==> config.mk <==
export PLATFORM = sky130hd
export DESIGN_NAME = pwm_gen_mc_flat
export DESIGN_NICKNAME = d
export VERILOG_FILES = /design/src/rtl/pwm_gen_mc_if.sv /design/src/rtl/pwm_gen_mc.sv /design/src/flat_wrapper.sv
export SDC_FILE = /design/constraint.sdc
export NUM_CORES = 1
export LEC_CHECK = 0
export CAP_MARGIN = 20
export CORE_MARGIN = 2
export CORE_UTILIZATION = 50
export DETAILED_ROUTE_END_ITERATION = 7
export PLACE_DENSITY = 0.87
export SLEW_MARGIN = 10
export SYNTH_ARGS = -nofsm -noshare
export SYNTH_HDL_FRONTEND = slang
export SYNTH_SLANG_ARGS = --single-unit
export TNS_END_PERCENT = 5
==> constraint.sdc <==
create_clock -name clk -period 7.9 [get_ports clk]
set_input_delay 0.79 -clock clk [delete_from_list [all_inputs] [get_ports clk]]
set_output_delay 0.79 -clock clk [all_outputs]
set_load 0.1 [all_outputs]
==> src/rtl/pwm_gen_mc_if.sv <==
// Configuration/status bundle for the multi-channel PWM engine.
// master = register block side, slave = PWM engine.
interface pwm_gen_mc_if #(
  parameter int NUM_CH  = 4,
  parameter int CNT_W   = 16,
  parameter int PRESC_W = 8
);
  logic                      pwm_en;
  logic [CNT_W-1:0]          cfg_period;
  logic [PRESC_W-1:0]        cfg_prescale;
  logic [2*NUM_CH-1:0]       cfg_functions;
  logic [CNT_W*NUM_CH-1:0]   cfg_compare1;
  logic [CNT_W*NUM_CH-1:0]   cfg_compare2;
  logic [NUM_CH-1:0]         cfg_polarity;
  logic                      cfg_update;
  logic [CNT_W-1:0]          count_val;
  logic [NUM_CH-1:0]         pwm_out;
  logic                      period_tick;
  logic                      update_pending;

  modport master (
    output pwm_en, cfg_period, cfg_prescale, cfg_functions, cfg_compare1,
           cfg_compare2, cfg_polarity, cfg_update,
    input  count_val, pwm_out, period_tick, update_pending
  );

  modport slave (
    input  pwm_en, cfg_period, cfg_prescale, cfg_functions, cfg_compare1,
           cfg_compare2, cfg_polarity, cfg_update,
    output count_val, pwm_out, period_tick, update_pending
  );
endinterface

==> src/rtl/pwm_gen_mc.sv <==
// Multi-channel PWM engine: shared prescaled timebase, per-channel mode/compare/polarity,
// double-buffered configuration loaded only at period boundaries.

module pwm_gen_mc_ch #(
  parameter int CNT_W = 16
) (
  input  logic             clk,
  input  logic             rst_n,
  input  logic             en,
  input  logic [CNT_W-1:0] cnt,
  input  logic [1:0]       func,
  input  logic [CNT_W-1:0] cmp1,
  input  logic [CNT_W-1:0] cmp2,
  input  logic             pol,
  output logic             pwm
);
  logic raw;

  always_comb begin
    raw = 1'b0;
    case (func)
      2'b00:   raw = (cnt < cmp1);
      2'b01:   raw = (cnt >= cmp1);
      // an empty or inverted window naturally yields 0
      2'b10:   raw = (cnt >= cmp1) && (cnt < cmp2);
      default: raw = 1'b0;
    endcase
  end

  always_ff @(posedge clk or negedge rst_n)
    if (!rst_n) pwm <= 1'b0;
    else        pwm <= en ? (raw ^ pol) : pol;
endmodule

module pwm_gen_mc #(
  parameter int NUM_CH  = 4,
  parameter int CNT_W   = 16,
  parameter int PRESC_W = 8
) (
  input logic         clk,
  input logic         rst_n,
  pwm_gen_mc_if.slave bus
);
  logic [PRESC_W-1:0]           presc_q;
  logic [CNT_W-1:0]             cnt_q;
  logic                         tick_q;
  logic                         pend_q;
  logic [NUM_CH-1:0]            pwm_q;

  logic [CNT_W-1:0]             act_period;
  logic [PRESC_W-1:0]           act_presc;
  logic [NUM_CH-1:0][1:0]       act_func;
  logic [NUM_CH-1:0][CNT_W-1:0] act_cmp1;
  logic [NUM_CH-1:0][CNT_W-1:0] act_cmp2;
  logic [NUM_CH-1:0]            act_pol;

  logic             tick, wrap, load, cfg_copy;
  logic [CNT_W-1:0] period_m1;

  assign tick      = bus.pwm_en && (presc_q == act_presc);
  // period 0 behaves as period 1; >= also recovers any count beyond the last tick
  assign period_m1 = (act_period == '0) ? '0 : act_period - CNT_W'(1);
  assign wrap      = tick && (cnt_q >= period_m1);
  assign load      = wrap && (pend_q || bus.cfg_update);
  assign cfg_copy  = !bus.pwm_en || load;

  always_ff @(posedge clk or negedge rst_n) begin
    if (!rst_n) begin
      presc_q <= '0;
      cnt_q   <= '0;
      tick_q  <= 1'b0;
      pend_q  <= 1'b0;
    end else if (!bus.pwm_en) begin
      presc_q <= '0;
      cnt_q   <= '0;
      tick_q  <= 1'b0;
      pend_q  <= 1'b0;
    end else begin
      presc_q <= tick ? '0 : presc_q + PRESC_W'(1);
      if (wrap)      cnt_q <= '0;
      else if (tick) cnt_q <= cnt_q + CNT_W'(1);
      tick_q  <= wrap;
      pend_q  <= load ? 1'b0 : (pend_q || bus.cfg_update);
    end
  end

  // shadow -> active: transparent while disabled, otherwise only at a boundary
  always_ff @(posedge clk or negedge rst_n) begin
    if (!rst_n) begin
      act_period <= '0;
      act_presc  <= '0;
      act_func   <= '0;
      act_cmp1   <= '0;
      act_cmp2   <= '0;
      act_pol    <= '0;
    end else if (cfg_copy) begin
      act_period <= bus.cfg_period;
      act_presc  <= bus.cfg_prescale;
      act_func   <= bus.cfg_functions;
      act_cmp1   <= bus.cfg_compare1;
      act_cmp2   <= bus.cfg_compare2;
      act_pol    <= bus.cfg_polarity;
    end
  end

  for (genvar i = 0; i < NUM_CH; i++) begin : g_ch
    pwm_gen_mc_ch #(.CNT_W(CNT_W)) u_ch (
      .clk  (clk),
      .rst_n(rst_n),
      .en   (bus.pwm_en),
      .cnt  (cnt_q),
      .func (act_func[i]),
      .cmp1 (act_cmp1[i]),
      .cmp2 (act_cmp2[i]),
      .pol  (act_pol[i]),
      .pwm  (pwm_q[i])
    );
  end

  assign bus.count_val      = cnt_q;
  assign bus.pwm_out        = pwm_q;
  assign bus.period_tick    = tick_q;
  assign bus.update_pending = pend_q;
endmodule

==> src/flat_wrapper.sv <==
// flat-port wrapper written by rule: the top's interface ports become plain ports
module pwm_gen_mc_flat 
#(
  parameter int NUM_CH  = 4,
  parameter int CNT_W   = 16,
  parameter int PRESC_W = 8
)
  (clk, rst_n, bus_pwm_en, bus_cfg_period, bus_cfg_prescale, bus_cfg_functions, bus_cfg_compare1, bus_cfg_compare2, bus_cfg_polarity, bus_cfg_update, bus_count_val, bus_pwm_out, bus_period_tick, bus_update_pending);
  pwm_gen_mc_if #(.NUM_CH(NUM_CH), .CNT_W(CNT_W), .PRESC_W(PRESC_W)) bus_i ();
  input logic clk;
  input logic rst_n;
  input wire logic [$bits(bus_i.pwm_en)-1:0] bus_pwm_en;
  input wire logic [$bits(bus_i.cfg_period)-1:0] bus_cfg_period;
  input wire logic [$bits(bus_i.cfg_prescale)-1:0] bus_cfg_prescale;
  input wire logic [$bits(bus_i.cfg_functions)-1:0] bus_cfg_functions;
  input wire logic [$bits(bus_i.cfg_compare1)-1:0] bus_cfg_compare1;
  input wire logic [$bits(bus_i.cfg_compare2)-1:0] bus_cfg_compare2;
  input wire logic [$bits(bus_i.cfg_polarity)-1:0] bus_cfg_polarity;
  input wire logic [$bits(bus_i.cfg_update)-1:0] bus_cfg_update;
  output wire logic [$bits(bus_i.count_val)-1:0] bus_count_val;
  output wire logic [$bits(bus_i.pwm_out)-1:0] bus_pwm_out;
  output wire logic [$bits(bus_i.period_tick)-1:0] bus_period_tick;
  output wire logic [$bits(bus_i.update_pending)-1:0] bus_update_pending;
  assign bus_i.pwm_en = bus_pwm_en;
  assign bus_i.cfg_period = bus_cfg_period;
  assign bus_i.cfg_prescale = bus_cfg_prescale;
  assign bus_i.cfg_functions = bus_cfg_functions;
  assign bus_i.cfg_compare1 = bus_cfg_compare1;
  assign bus_i.cfg_compare2 = bus_cfg_compare2;
  assign bus_i.cfg_polarity = bus_cfg_polarity;
  assign bus_i.cfg_update = bus_cfg_update;
  assign bus_count_val = bus_i.count_val;
  assign bus_pwm_out = bus_i.pwm_out;
  assign bus_period_tick = bus_i.period_tick;
  assign bus_update_pending = bus_i.update_pending;
  pwm_gen_mc #(.NUM_CH(NUM_CH), .CNT_W(CNT_W), .PRESC_W(PRESC_W)) u_core (.clk(clk), .rst_n(rst_n), .bus(bus_i));
endmodule
==> summary.txt, run 1 <==
Layout cell share with drive strength beyond 1 -> 16.9%
Final core occ -> 62.3%
Num rows -> 57
Yosys reg bits -> 194
Total CTS buffers -> 17
Mapped cell area -> 0.0122 mm²
Worst path top cell family by delay -> simple AND/OR/NAND/NOR gates
Initial DRC count -> 662
Clock Pin Slew Worst Setup and Hold Paths -> 70 ps
Cell Chain, Critical Path -> or3_1 > nor4_1 > nand4b_1 > nand2_1 > ha_1 > a211o_1 > a21oi_1 > o21ai_1 > a2111o_1 > a21oi_2 > o21ai_4 > buf_4 > buf_16 > mux2_4
Net Count, Synth -> 1369
Routed WL -> 31400 µm
Gate Count Post-Synth -> 1057
Area delta synth->final -> 23.5%
Die Span Y -> 160 µm
Buffers & Inverters on Critical Path -> 2
First-pass GRT wire length -> 49800 µm
Hold Vio Cnt, Final -> 0
Vias/cell -> 5.56
CP max stage delay -> 590 ps
Slew HR -> 31.1%
Commonest non-fill, non-tap cells in the layout -> dfrtp_1 (194), clkdlybuf4s50_1 (188), mux2_4 (160), ha_1 (144), inv_1 (130)
Commonest non-fill, non-tap cell in the layout -> dfrtp_1
Yosys warns -> 0
Initial antenna violation count -> 0
Setup violators final -> 0
Pwr dens -> 172 mW/mm²
Routed length per placed instance -> 19.7 µm
Vias in the first global route -> 9350
Routability cong. -> 0.857
Cell variety after synth -> 50
HP Class -> in -> async
Finished Layout Cells -> 1593
Fill count -> 1869
Placeable Area -> 0.0241 mm²
Total grt overflow -> 0
H-tree depth -> 4
Worst-Margin Slew -> 1030 ps
Nets -> 1567
Arr. time, crit path -> 5170 ps
I/O Pins -> 190
Worst Path Max Fanout -> 46
Setup bufs post-CTS -> 0
Design area -> 0.0150 mm²
Total global-route track usage -> 25.0%
Synth top area share -> 39.9%
Clock Tree Buf Depth -> 2
Status -> finished, final reports clean
Clock skew -> 11.3 ps
Total clock sinks -> 194
Sequential cell area fraction in the yosys report -> 39.9%
Drt first pass iters -> 5
FMAX -> 206 MHz
Most used DFF post-synth -> dfrtp_1
Crit share post-route -> 61.4%
Post-synth EDFFs -> 0
CP startpoint kind -> flop
CTS tree -> built
Lkg Pwr -> 7.62 nW
Peak VDD IR -> 0.125 mV
Largest net degree at the start of global routing -> 137
CP max-delay cell -> nand4b_1
Placed cell count -> 1558
# DRC -> 0
Post-synth top area cell -> dfrtp_1
CP Class -> reg -> reg
Hpwl dp -> 22200 µm
CP Capture Type -> flop
Mean Syn Cell Area -> 11.5 µm²
Async set-or-reset flop fraction in the synthesized netlist -> 100%
Die X -> 160 µm
Post-CTS Hold Fix Bufs -> 0
Root buf cell -> clkbuf_16
Die area -> 0.0256 mm²
Max-cap violations -> 0
Initial Util -> 50.4%
DRT antenna net count -> 0
Setup_tns -> 0 ps
Port buffer count -> 189
Largest cells by area after synthesis -> dfrtp_1 (40%), mux2_4 (20%), ha_1 (15%)
Required @ worst endpoint -> 8220 ps
Max-slew violations -> 0
RSZ-0062 raised after global routing -> no
Latest clock arrival within the worst-skew pair -> 440 ps
Hold WS -> 329 ps
Vias -> 8864
# resized after CTS -> 0
Cell Area, Placed -> 0.0143 mm²
Final Critical Period -> 4850 ps
## worst paths after layout
| path | start | to | slack [ps] | depth (start not counted) |
|---|---|---|---|---|
| worst max-delay path | u_core.act_period[3] | u_core.act_cmp2[59] | 3050 | 14 |
| worst min-delay path | rst_n | u_core.act_cmp1[39] | 330 | 1 |
| worst max register to register | u_core.act_period[3] | u_core.act_cmp2[59] | 3050 | 14 |
| worst min register to register | u_core.act_pol[3] | u_core.g_ch[3].u_ch.pwm | 480 | 1 |
| max in group asynchronous | rst_n | u_core.act_cmp2[47] | 5990 | 3 |
| min in group clk | u_core.act_pol[3] | u_core.g_ch[3].u_ch.pwm | 480 | 1 |
## worst register-to-register path, stage by stage (launching register included)
cell and delay, ps:
dfrtp_1 420, or3_1 420, nor4_1 480, nand4b_1 590, nand2_1 260, ha_1 290, a211o_1 310, a21oi_1 120
o21ai_1 100, a2111o_1 420, a21oi_2 260, o21ai_4 100, buf_4 280, buf_16 270, mux2_4 400
## Yosys cell counts (all sizes together) (8+ instances only)
cell / count
a2111oi: 8
a21o: 21
a21oi: 55
and3: 9
buf: 23
dfrtp: 194
ha: 144
inv: 130
mux2: 164
nand2: 60
nand2b: 9
nand3: 19
nand4: 26
nor2: 36
nor3: 12
nor4: 8
o211ai: 10
o21ai: 38
or3: 8
xnor2: 16
xor2: 16
## through the flow
step,worst slack (ps),power [mW]
CTS,3060,2.59
global placement,3370,1.62
floorplan,4060,1.47
detailed placement,3150,1.65
global route,2730,2.69
finish,3050,2.58
## final cells by class
class,instances,area (µm²),share of cell area (%)
Tap cell,324,405,2.70
Timing Repair Buffer,206,2060,13.7
Antenna cell,1,2.50,0.0167
Multi-Input combinational cell,706,6570,43.8
Clock inverter,14,190,1.27
Inverter,130,488,3.25
Clock buffer,18,439,2.92
Sequential cell,194,4850,32.3
## state kept, by name (all words and copies together) (netlist names), 4 cells and up
name,cells
u_core.act_func,8
u_core.act_period,16
u_core.bus.count_val,16
u_core.act_presc,8
u_core.act_cmp1,64
u_core.act_cmp2,64
u_core.act_pol,4
u_core.presc_q,8
u_core.g_ch.u_ch.pwm,4
## report_power, final
group,switching (mW),internal [mW]
sequential,0.0693,1.08
combinational,0.211,0.277
clock,0.416,0.519
total,0.696,1.88
## cells by family after synthesis
group / after synthesis / share of synthesized area (%)
xor+xnor: 32 / 2.30
mux: 164 / 20.1
compound gates: 155 / 7.94
flops: 194 / 39.9
fa+ha+maj: 144 / 14.8
simple gates: 211 / 8.79
buf+inv: 157 / 6.09
## per-layer routing
metal | wire [µm] | GRT usage (%)
met5 | 0 | 0
met3 | 2040 | 4.91
met1 | 13500 | 32.6
met4 | 955 | 8.68
met2 | 14900 | 41.9
Note: power is estimated with default switching activity, not from simulation.
==> run 2, diff against run 1 <==
--- a/config.mk
+++ b/config.mk
@@ -9,7 +9,7 @@
 export CORE_MARGIN = 2
 export CORE_UTILIZATION = 50
 export DETAILED_ROUTE_END_ITERATION = 7
-export PLACE_DENSITY = 0.87
+export PLACE_DENSITY = 0.9
 export SLEW_MARGIN = 10
 export SYNTH_ARGS = -nofsm -noshare
 export SYNTH_HDL_FRONTEND = slang
==> constraint.sdc (replaced) <==
create_clock -name clk -period 4.4 [get_ports clk]
set_input_delay 0.44 -clock clk [delete_from_list [all_inputs] [get_ports clk]]
set_output_delay 0.44 -clock clk [all_outputs]
set_load 0.1 [all_outputs]
==> run 2 against run 1 <==
Die area did not move. Worst hold slack improved by 140 ps. First-iteration DRC count rose by 2.1%. Critical path type unchanged. Total power rose by 83%. Register-to-register slack got worse by 2900 ps. Critical path depth rose by 2. Routed wire length rose by 4.3%. Combinational power rose by 82%. Global-route usage rose by 0.98 points.
==> summary.txt, run 2 (synthesized netlist as in run 1, its figures left out) <==
DP Worst Slack -> 63.6 ps
Design area -> 0.0152 mm²
Vias in the first global route -> 9705
Met3 global-route usage -> 5.53%
Final Critical Period -> 4230 ps
Crit share post-route -> 96.2%
Arr. time, crit path -> 4560 ps
Layer carrying the most global-route usage -> met2
Final core occ -> 63.2%
Total global-route track usage -> 26.0%
Largest net degree at the start of global routing -> 131
Hpwl dp -> 23000 µm
HP Class -> reg -> reg
GR Util met1 -> 31.9%
Clock Pin Slew Worst Setup and Hold Paths -> 70 ps
Hold WS -> 472 ps
Vias -> 9021
Vias/cell -> 5.62
Routability cong. -> 0.854
Area delta synth->final -> 25.3%
# DRC -> 0
Lkg Pwr -> 7.71 nW
Clock skew -> 10.5 ps
Max-slew violations -> 0
NetSw -> 1.25 mW
Port buffer count -> 189
Drt first pass iters -> 5
CP startpoint kind -> flop
Finished Layout Cells -> 1605
Layout cell share with drive strength beyond 1 -> 17.7%
Die X -> 160 µm
Max-cap violations -> 0
I/O Pins -> 190
H-tree depth -> 4
Total clock sinks -> 194
Status -> finished, final reports clean
Total CTS buffers -> 17
CTS tree -> built
Worst Path Max Fanout -> 37
CP Class -> reg -> reg
Commonest non-fill, non-tap cells in the layout -> dfrtp_1 (194), clkdlybuf4s50_1 (188), mux2_4 (160), ha_1 (144), inv_1 (130)
Multi-input logic area -> 0.00659 mm²
Internal Power -> 3.47 mW
Grt met2 use -> 44.0%
FMAX -> 236 MHz
Clock Tree Buf Depth -> 2
Switch share -> 26.5%
Total grt overflow -> 0
Latest clock arrival within the worst-skew pair -> 440 ps
CP Capture Type -> flop
Nets -> 1579
Placed cell count -> 1568
Slew HR -> 30.2%
Placeable Area -> 0.0241 mm²
Hold Vio Cnt, Final -> 0
Pwr dens -> 310 mW/mm²
Largest regs -> u_core.act_cmp1 (64), u_core.act_cmp2 (64)
Initial Util -> 50.4%
Root buf cell -> clkbuf_16
Initial DRC count -> 676
Peak VDD IR -> 0.254 mV
Required @ worst endpoint -> 4720 ps
Initial antenna violation count -> 1
Logic gate share of total power -> 18.8%
Commonest non-fill, non-tap cell in the layout -> dfrtp_1
Die area -> 0.0256 mm²
Setup violators final -> 0
Die Span Y -> 160 µm
Cell Area, Placed -> 0.0145 mm²
DRT antenna net count -> 0
Num rows -> 57
Flop pwr share -> 44.0%
Worst-Margin Slew -> 1040 ps
Clock network fraction of total power -> 37.2%
FF+latch area -> 0.00485 mm²
First-pass GRT wire length -> 51600 µm
Routed length per placed instance -> 20.4 µm
Fill count -> 1843
Routed WL -> 32800 µm
Slack of the critical path -> 167 ps
## run 2: cell types whose count changed in the layout (fill, tap and decap cells not counted), moves of 2 or more
cell        before  now
nor4_1           8    6
buf_12           0    8
buf_4           15   19
clkinvlp_4       1    3
clkinv_4         2    0
bufinv_16        3    5
inv_8            2    0
clkinv_2         0    2
## run 2: layer usage
metal | up-vias | share of wire [%]
met3 | 103 | 6.3
met4 | 0 | 4.6
li1 | 4148 | -
met1 | 4437 | 42
met5 | - | 0
met2 | 333 | 47
## run 2: worst paths after layout
check / slack, ps / end / from / cells past startpoint
min in group asynchronous: 500 / u_core.act_cmp1[35] / rst_n / 2
min: 470 / u_core.g_ch[3].u_ch.pwm / u_core.act_pol[3] / 1
min reg2reg: 470 / u_core.g_ch[3].u_ch.pwm / u_core.act_pol[3] / 1
max reg2reg: 170 / u_core.act_cmp1[51] / u_core.act_period[3] / 16
max: 170 / u_core.act_cmp1[51] / u_core.act_period[3] / 16
max in group asynchronous: 3120 / u_core.act_period[5] / rst_n / 3
## run 2: worst max-delay path, stage by stage (launching register included)
cell,delay [ps]
dfrtp_1,410
or3_1,470
nor4_4,240
nand2_1,170
nor2_1,150
xor2_1,180
nand2_1,90
ha_1,320
a21o_1,220
a21oi_1,180
nor2b_1,70
a2111o_1,400
a21oi_2,270
o21ai_4,120
buf_12,230
buf_12,220
mux2_4,300
## run 2: area by class of cell
cell class / count / share of cell area, %
multi-input combinational: 706 / 43.3
clock buffer: 17 / 2.79
tap: 324 / 2.66
clock inverter: 15 / 1.49
timing repair buffer: 218 / 14.7
sequential: 194 / 31.9
inverter: 130 / 3.20
antenna: 1 / 0.0164
## run 2: power groups by stage
stage / sequential [mW] / combinational (mW) / clock [mW]
after floorplan: 2.06 / 0.572 / 0
after global placement: 2.10 / 0.831 / 0
after detailed placement: 2.10 / 0.875 / 0
after CTS: 2.07 / 0.887 / 1.78
after global routing: 2.09 / 0.965 / 1.85
final: 2.08 / 0.888 / 1.75
## run 2: what timing repair did
| action | in CTS | in global routing |
|---|---|---|
| resized for setup | 1 | 2 |
| hold buffers | 0 | 1 |
| setup endpoints to repair | 21 | 170 |
| hold endpoints to repair | 0 | 41 |
| setup buffers | 0 | 2 |
| pin swaps | 0 | 1 |
## run 2: per-stage QoR
| stage | TNS (ps) | total power [mW] |
|---|---|---|
| after global routing | -460 | 4.91 |
| final | 0 | 4.72 |
| after CTS | 0 | 4.74 |
| after detailed placement | 0 | 2.98 |
| after global placement | 0 | 2.93 |
| after floorplan | 0 | 2.63 |
==> run 3, diff against run 2 <==
--- a/config.mk
+++ b/config.mk
@@ -10,6 +10,7 @@
 export CORE_UTILIZATION = 50
 export DETAILED_ROUTE_END_ITERATION = 7
 export PLACE_DENSITY = 0.9
+export SETUP_SLACK_MARGIN = 0.2
 export SLEW_MARGIN = 10
 export SYNTH_ARGS = -nofsm -noshare
 export SYNTH_HDL_FRONTEND = slang
==> run 3 against run 2 <==
First-iteration DRC count down 3.7%. Largest cell class unchanged. Routed wire length grew 4.8%. Worst hold slack about the same. Final cell count is 1.1% higher. Fmax is 0.61% lower.
==> summary.txt, run 3 (synthesized netlist as in run 1, its figures left out) <==
Status -> finished, final reports clean
Lkg Pwr -> 7.85 nW
Clock Tree Buf Depth -> 2
Pwr dens -> 307 mW/mm²
Crit Reg-Reg Startpoint -> u_core.act_period[2]
Setup_tns -> 0 ps
Die Span Y -> 160 µm
Peak VDD IR -> 0.257 mV
Die area -> 0.0256 mm²
First-pass GRT wire length -> 51800 µm
RSZ-0062 raised after global routing -> yes
Vias/cell -> 5.65
Largest regs -> u_core.act_cmp1 (64), u_core.act_cmp2 (64)
Port buffer count -> 189
Setup crit start -> u_core.act_period[2]
Crit share post-route -> 96.8%
Initial antenna violation count -> 1
Max-slew violations -> 0
FMAX -> 235 MHz
Setup violators final -> 0
CTS tree -> built
Clock skew -> 10.6 ps
Initial Util -> 50.4%
Slack of the critical path -> 141 ps
Nets -> 1597
Largest net degree at the start of global routing -> 131
Final Critical Period -> 4260 ps
Commonest non-fill, non-tap cells in the layout -> dfrtp_1 (193), clkdlybuf4s50_1 (188), mux2_4 (160), ha_1 (142), inv_1 (130)
Worst-Margin Slew -> 1040 ps
H-tree depth -> 4
Routability cong. -> 0.854
Routed length per placed instance -> 21.2 µm
Total power -> 4.77 mW
Drt first pass iters -> 5
CP dominant cell by count -> buf_4
Total clock sinks -> 194
HP Class -> reg -> reg
DRT antenna net count -> 0
Cell Chain, Critical Path -> or3_4 > nor4_4 > buf_4 > nand4b_1 > buf_4 > nand2_1 > ha_1 > a21o_1 > a21oi_2 > nor2b_1 > a2111o_1 > a21oi_4 > o21ai_4 > buf_6 > clkbuf_16 > buf_4 > mux2_4
CP max-delay cell -> dfrtp_2
Area delta synth->final -> 27.7%
I/O Pins -> 190
Worst reg-to-reg path cell count -> 17
Worst setup endpoint -> u_core.act_period[4]
# DRC -> 0
Worst Path Max Fanout -> 10
Flop2flop setup slack -> 140 ps
Routed WL -> 34400 µm
Num rows -> 57
Vias in the first global route -> 9713
Total global-route track usage -> 26.1%
Hpwl dp -> 23000 µm
Total grt overflow -> 0
Slew HR -> 30.6%
Latest clock arrival within the worst-skew pair -> 440 ps
Max-cap violations -> 0
Root buf cell -> clkbuf_16
Placeable Area -> 0.0241 mm²
Clock Pin Slew Worst Setup and Hold Paths -> 70 ps
Required @ worst endpoint -> 4720 ps
CP startpoint kind -> flop
CP max stage delay -> 440 ps
CP Capture Type -> flop
Arr. time, crit path -> 4580 ps
Total CTS buffers -> 17
Layout cell share with drive strength beyond 1 -> 20.0%
CP Class -> reg -> reg
RR Endpoint -> u_core.act_period[4]
Initial DRC count -> 651
Die X -> 160 µm
Vias -> 9170
DP Worst Slack -> 63.6 ps
Commonest non-fill, non-tap cell in the layout -> dfrtp_1
Hold Vio Cnt, Final -> 0
[run 3: changes by cell type in the layout (fill, tap and decap cells not counted), moves of 2 or more]
cell | before | now
buf_4 | 19 | 31
ha_4 | 0 | 2
a21oi_2 | 1 | 3
ha_1 | 144 | 142
clkbuf_16 | 17 | 21
a21oi_1 | 54 | 51
nand2_1 | 60 | 58
buf_6 | 0 | 2
[run 3: final cells by class]
type	instances	area [µm²]
inverter	130	488
multi-input combinational	706	6680
antenna	1	2.50
timing repair buffer	236	2440
sequential	194	4860
tap	324	405
clock inverter	15	226
fill	1790	8570
clock buffer	17	425
[run 3: layer usage]
metal | vias up | share of wire (%) | track usage [%]
li1 | 4180 | - | -
met1 | 4511 | 41 | 32.0
met2 | 370 | 48 | 44.1
met3 | 109 | 6.7 | 5.53
met4 | 0 | 4.6 | 12.0
met5 | - | 0 | 0
[run 3: worst max-delay path, delay by kind of cell, from the launching register on]
kind | cells | cell delay [ps]
AND/OR/NAND/NOR | 5 | 1090
flip-flops | 1 | 440
AO/OA/AOI/OAI | 5 | 1130
adder cells (fa/ha/maj) | 1 | 260
multiplexers | 1 | 300
buffers and inverters | 5 | 930
[run 3: stage by stage]
stage | hold slack [ps] | instances | instance area [µm²] | util [%]
3_5_place_dp | 467 | 1568 | 14500 | 60.2
6_report | 472 | 1623 | 15500 | 64.4
5_1_grt | 488 | 1623 | 15500 | 64.4
4_1_cts | 218 | 1602 | 15200 | 63.0
2_1_floorplan | 144 | 1057 | 12200 | -
3_3_place_gp | 447 | 1568 | 14500 | 60.2
[run 3: report_power, final]
group          internal (mW)  total [mW]  leakage [nW]  switching [mW]
Sequential              1.94        2.08          2.32           0.136
Clock                   1.02        1.76         0.311           0.740
Combinational          0.532       0.931          5.21           0.399
Total                   3.49        4.77          7.85            1.28
[run 3: how the worst min path moves through the flow]
stage | slack (ps) | end | start | cells after the start
finish | 470 | u_core.g_ch[3].u_ch.pwm | u_core.act_pol[3] | 1
global route | 490 | u_core.g_ch[3].u_ch.pwm | u_core.act_pol[3] | 1
CTS | 220 | u_core.act_cmp1[39] | rst_n | 1
detailed placement | 470 | u_core.g_ch[3].u_ch.pwm | u_core.act_pol[3] | 1
global placement | 450 | u_core.g_ch[3].u_ch.pwm | u_core.act_pol[3] | 1
floorplan | 140 | u_core.act_cmp1[0] | rst_n | 0
[run 3: repair_timing]
item / CTS / global route
buffers inserted: 2 / 14
endpoints found under the setup margin: 168 / 176
pin swaps: 1 / 8
hold endpoints to repair: 0 / 41
gates resized for setup: 2 / 25
cloned: 0 / 4
hold buffers: 0 / 1
